--- src/rtl/spi_mem_bridge.sv ---
// Byte-wide CPU front end for the SPI memory controller: serialises requests
// into single SPI transactions and keeps a direct-mapped write-through read cache.
module spi_mem_bridge #(
  parameter int ENTRIES = 4
) (
  input  logic        clk,
  input  logic        rst_n,
  input  logic        req_valid,
  output logic        req_ready,
  input  logic        req_write,
  input  logic [15:0] req_addr,
  input  logic [7:0]  req_wdata,
  output logic        rsp_valid,
  output logic [7:0]  rsp_rdata,
  output logic        rsp_hit,
  input  logic        flush,
  output logic        spi_start,
  output logic        spi_write,
  output logic [15:0] spi_address,
  output logic [7:0]  spi_wdata,
  input  logic        spi_done,
  input  logic [7:0]  spi_rdata
);
  localparam int IDX  = $clog2(ENTRIES);
  localparam int TAGW = 16 - IDX;

  typedef enum logic [2:0] {IDLE, HIT_RSP, ISSUE, WAIT, MISS_RSP} state_t;
  state_t state_reg, state_next;

  logic [ENTRIES-1:0] valid_reg;
  logic [TAGW-1:0]    tag_mem  [ENTRIES];
  logic [7:0]         data_mem [ENTRIES];

  logic        write_reg;
  logic [15:0] addr_reg;
  logic [7:0]  wdata_reg;
  logic [7:0]  hit_data_reg;
  logic [7:0]  rdata_reg;

  logic [IDX-1:0] lookup_idx, reg_idx;
  logic           lookup_hit, reg_line_match;
  logic           accept, done_in_wait, fill_en, wupd_en;

  assign lookup_idx     = req_addr[IDX-1:0];
  assign reg_idx        = addr_reg[IDX-1:0];
  assign lookup_hit     = valid_reg[lookup_idx] && (tag_mem[lookup_idx] == req_addr[15:IDX]);
  assign reg_line_match = valid_reg[reg_idx] && (tag_mem[reg_idx] == addr_reg[15:IDX]);

  assign accept       = req_valid && req_ready;
  assign done_in_wait = (state_reg == WAIT) && spi_done;
  assign fill_en      = done_in_wait && !write_reg;
  assign wupd_en      = done_in_wait && write_reg && reg_line_match;

  always_ff @(posedge clk or negedge rst_n) begin
    if (!rst_n) state_reg <= IDLE;
    else        state_reg <= state_next;
  end

  always_comb begin
    state_next = state_reg;
    req_ready  = 1'b0;
    rsp_valid  = 1'b0;
    rsp_rdata  = 8'h00;
    rsp_hit    = 1'b0;
    spi_start  = 1'b0;
    case (state_reg)
      IDLE: begin
        req_ready = 1'b1;
        if (req_valid) state_next = (!req_write && lookup_hit) ? HIT_RSP : ISSUE;
      end
      HIT_RSP: begin
        rsp_valid  = 1'b1;
        rsp_rdata  = hit_data_reg;
        rsp_hit    = 1'b1;
        state_next = IDLE;
      end
      ISSUE: begin
        spi_start  = 1'b1;
        state_next = WAIT;
      end
      WAIT: begin
        if (spi_done) state_next = MISS_RSP;
      end
      MISS_RSP: begin
        rsp_valid  = 1'b1;
        rsp_rdata  = write_reg ? 8'h00 : rdata_reg;
        state_next = IDLE;
      end
      default: state_next = IDLE;
    endcase
  end

  // Flush wins over a coincident fill, so the line stays invalid.
  always_ff @(posedge clk or negedge rst_n) begin
    if (!rst_n) begin
      valid_reg <= '0;
    end else begin
      for (int i = 0; i < ENTRIES; i++) begin
        if (flush)                              valid_reg[i] <= 1'b0;
        else if (fill_en && reg_idx == IDX'(i)) valid_reg[i] <= 1'b1;
      end
    end
  end

  always_ff @(posedge clk) begin
    if (fill_en) begin
      tag_mem[reg_idx]  <= addr_reg[15:IDX];
      data_mem[reg_idx] <= spi_rdata;
    end else if (wupd_en) begin
      data_mem[reg_idx] <= wdata_reg;
    end
  end

  always_ff @(posedge clk or negedge rst_n) begin
    if (!rst_n) begin
      write_reg    <= 1'b0;
      addr_reg     <= 16'h0000;
      wdata_reg    <= 8'h00;
      hit_data_reg <= 8'h00;
      rdata_reg    <= 8'h00;
    end else begin
      if (accept) begin
        write_reg    <= req_write;
        addr_reg     <= req_addr;
        wdata_reg    <= req_wdata;
        hit_data_reg <= data_mem[lookup_idx];
      end
      if (done_in_wait) rdata_reg <= spi_rdata;
    end
  end

  assign spi_write   = write_reg;
  assign spi_address = addr_reg;
  assign spi_wdata   = wdata_reg;
endmodule

--- config.mk ---
export PLATFORM = sky130hd
export DESIGN_NAME = spi_mem_bridge
export DESIGN_NICKNAME = d
export VERILOG_FILES = /design/src/rtl/spi_mem_bridge.sv
export SDC_FILE = /design/constraint.sdc
export NUM_CORES = 1
export LEC_CHECK = 0
export ABC_AREA = 1
export BUFFER_PORTS_ARGS = -buffer_cell sky130_fd_sc_hd__buf_2
export CAP_MARGIN = 25
export CELL_PAD_IN_SITES_DETAIL_PLACEMENT = 2
export CELL_PAD_IN_SITES_GLOBAL_PLACEMENT = 2
export CORE_MARGIN = 2
export CORE_UTILIZATION = 30
export CTS_CLUSTER_SIZE = 28
export DETAILED_ROUTE_END_ITERATION = 12
export HOLD_SLACK_MARGIN = 0.03
export PLACE_DENSITY_LB_ADDON = 0.25
export SKIP_CTS_REPAIR_TIMING = 1
export SLEW_MARGIN = 20
export SYNTH_ARGS = -nofsm -noshare
export SYNTH_HDL_FRONTEND = slang
export SYNTH_SLANG_ARGS = --single-unit
export TNS_END_PERCENT = 100
--- constraint.sdc ---
create_clock -name clk -period 3.11 [get_ports clk]
set_input_delay 0.1555 -clock clk [delete_from_list [all_inputs] [get_ports clk]]
set_output_delay 0.1555 -clock clk [all_outputs]
set_load 0.03 [all_outputs]
==> out/qor.yml <==
clock_tree:
  clkSinkCount: 136
  cts_buffers: 17
  cts_max_level: 4
  cts_tree: "yes"
  cts.clk_slew.worst_paths_ns: 0.06
  insertion_delay_ns: 0.43
  root_buffer: "clkbuf_16"
  clock_path_buffers: 2
flow_run:
  maxCapViolations: 0
timing:
  setup_violations: 0
  timing.fmax_mhz: 357
  fin_crit_ns: 2.80
  post-route-period-util_pct: 90.0
  slew_headroom_pct: 37.0
  drv_slew: 0
  fin_skew_ns: 0.0162
  tightestPinTransition_ns: 0.945
  hold_viol: 0
  setup_slack_ns: 0.311
logic_synthesis:
  synth_nets: 785
  yosysUniqueCellTypes: 30
  syn_inst: 747
  syn_area_sq_um: 6480
  ys_seq_area_share_pct: 59.3
  syn_avg_cell_area_sq_um: 8.67
  ys_ff_latch: 136
  ys_warn_count: 0
worst_setup_path:
  crit_chain: "nand2_4 > inv_2 > a21oi_1 > nand3_1 > nand2_1 > nor2_1 > nand2_1 > nor2_4 > nand2_2 > a21oi_1 > buf_4"
  end_kind: "register"
  critPathBufInv: 2
  cp_max_fo: 13
  reg2reg_slack_ns: 0.31
  cp_slowest_cell: "dfrtp_1"
  crit_path_start_kind: "register"
  worst_r2r_endpoint: "data_mem[0][4]$_DFFE_PP_"
  crit_arrival_ns: 2.94
  r2r-start: "spi_address[1]$_DFFE_PN0P_"
  cpPeakStageDelay_ns: 0.64
  critical-path-top-delay-family: "simple AND/OR/NAND/NOR gates"
  cp.required_ns: 3.25
  r2r.worst_path.cells: 11
  critPathKind: "register to register"
final_layout:
  largest_reg_flops: 56
  final_common_cell: "nand2_1"
  layout-drive-gt1-share_pct: 17.0
  areaGrowthSynthToFinish_pct: 23.8
  antennaDiodeCount: 0
  mostFrequentLayoutCells: "nand2_1 (304), edfxtp_1 (88), buf_2 (74)"
  final_util_pct: 38.0
  nets: 891
  regMostFlops: "tag_mem"
drt:
  dr.pass1.iters: 4
  drt_iter0_drc: 264
  routed_wirelength_microns: 23300
  top_layer_used: "met4"
  wl_met3_microns: 625
  wl_met2_microns: 12700
  wl_per_cell_microns: 20.4
  ant_nets: 0
  post-route-drc-count: 0
  vias_per_cell: 4.98
  vias: 5678
  wl_met1_microns: 9590
die:
  rows: 53
  dieArea_sq_um: 22800
  die_w_microns: 151
  die_h_microns: 151
  io-pin-count: 75
  core-area_sq_um: 21100
  start_util_pct: 30.7
place:
  gp_congestion: 0.852
  portBuffers: 74
  place_ws_ns: 0.218
  place_hpwl_microns: 16800
hold_path:
  holdCritPathClass: "input port to register"
  hold_path_end: "spi_address[2]$_DFFE_PN0P_"
  hold_depth: 3
  worstHoldStart: "req_addr[2]"
global_route:
  antenna_found_initial: 0
  grt_pass1_vias: 6409
  grt_usage_pct: 21.7
  grt_start_max_net_pins: 49
  overflow: 0
  grt_pass1_wl_microns: 36600
power_and_ir_drop:
  p_leak_uw: 0.00369
  power_density_nw_per_um2: 892
  peakVddDrop_mv: 0.424
outcome:
  status: "finished, final reports clean"
==> per-stage QoR <==
stage | cell area (sq um) | total power [uW] | hold WS (ns) | std cells | TNS [ns]
2_1_floorplan | 6480 | 4180 | -0.140 | 747 | 0
3_3_place_gp | 7210 | 4910 | 0.333 | 1090 | 0
3_5_place_dp | 7210 | 5040 | 0.350 | 1090 | 0
4_1_cts | 7830 | 7230 | -0.126 | 1122 | 0
5_1_grt | 8020 | 7610 | 0.0333 | 1141 | -0.0517
6_report | 8020 | 7160 | 0.0242 | 1141 | 0
==> area by class of cell <==
class / count / area [sq um]
clock inverters: 13 / 165
repair buffers: 113 / 711
multi-input cells: 522 / 2260
well taps: 275 / 344
flip-flops and latches: 136 / 3840
clock buffers: 19 / 454
inverters: 63 / 239
fillers: 2373 / 13100
==> report_power, final <==
group	leakage [uW]	switching [uW]	total (uW)	internal (uW)
Combinational	0.00198	1620	2260	640
Clock	0.000308	832	2150	1320
Sequential	0.00140	406	2750	2350
Total	0.00369	2860	7160	4300
==> per-layer routing <==
| metal | track usage (%) | up-vias |
|---|---|---|
| met2 | 40.8 | 93 |
| met5 | 0 | - |
| li1 | - | 2646 |
| met1 | 25.6 | 2916 |
| met3 | 3.31 | 23 |
| met4 | 5.89 | 0 |
==> synth_stat cells <==
library cell,n,area share [%]
a22oi_1,4,0.46
o22ai_1,9,0.87
nor3_1,3,0.23
nor2_1,58,3.4
o21ai_1,1,0.077
inv_4,1,0.097
buf_1,1,0.058
a21oi_1,16,1.2
a21o_1,1,0.12
nor2_4,3,0.52
o21ai_0,42,3.2
clkinv_1,3,0.17
inv_1,55,3.2
nand4_1,3,0.29
nand2_2,3,0.29
inv_2,4,0.23
a21oi_2,6,0.81
edfxtp_1,88,41
nand2_1,304,18
buf_2,1,0.077
clkbuf_1,18,1.0
buf_4,2,0.23
dfrtp_1,48,19
nand2_4,1,0.17
o211ai_1,2,0.23
nand3_1,61,4.7
buf_6,4,0.70
o21ba_2,2,0.31
nand3b_1,2,0.23
nor2_2,1,0.097
==> cell families after synthesis <==
family                 Yosys count  share of synthesized area [%]
AO/OA/AOI/OAI                   83                           7.36
AND/OR/NAND/NOR                439                           27.5
flip-flops                     136                           59.3
buffers and inverters           89                           5.79
==> worst min-delay path, delay by kind of cell <==
family                 cells  cell delay (ns)
buffers and inverters      2             0.16
AO/OA/AOI/OAI              1             0.08
==> how the worst max path moves through the flow <==
stage                                          end  slack (ns)                       start  cells after the start
after CTS                 data_mem[1][7]$_DFFE_PP_        0.20  spi_address[1]$_DFFE_PN0P_                     11
after global placement    data_mem[3][7]$_DFFE_PP_        0.34  spi_address[1]$_DFFE_PN0P_                     12
after global routing      data_mem[0][3]$_DFFE_PP_      -0.008  spi_address[1]$_DFFE_PN0P_                     12
final                     data_mem[0][4]$_DFFE_PP_        0.31  spi_address[1]$_DFFE_PN0P_                     11
after floorplan           data_mem[0][0]$_DFFE_PP_        0.46  spi_address[1]$_DFFE_PN0P_                     11
after detailed placement  data_mem[1][2]$_DFFE_PP_        0.22  spi_address[1]$_DFFE_PN0P_                     12
(Power assumes the default switching activity.)
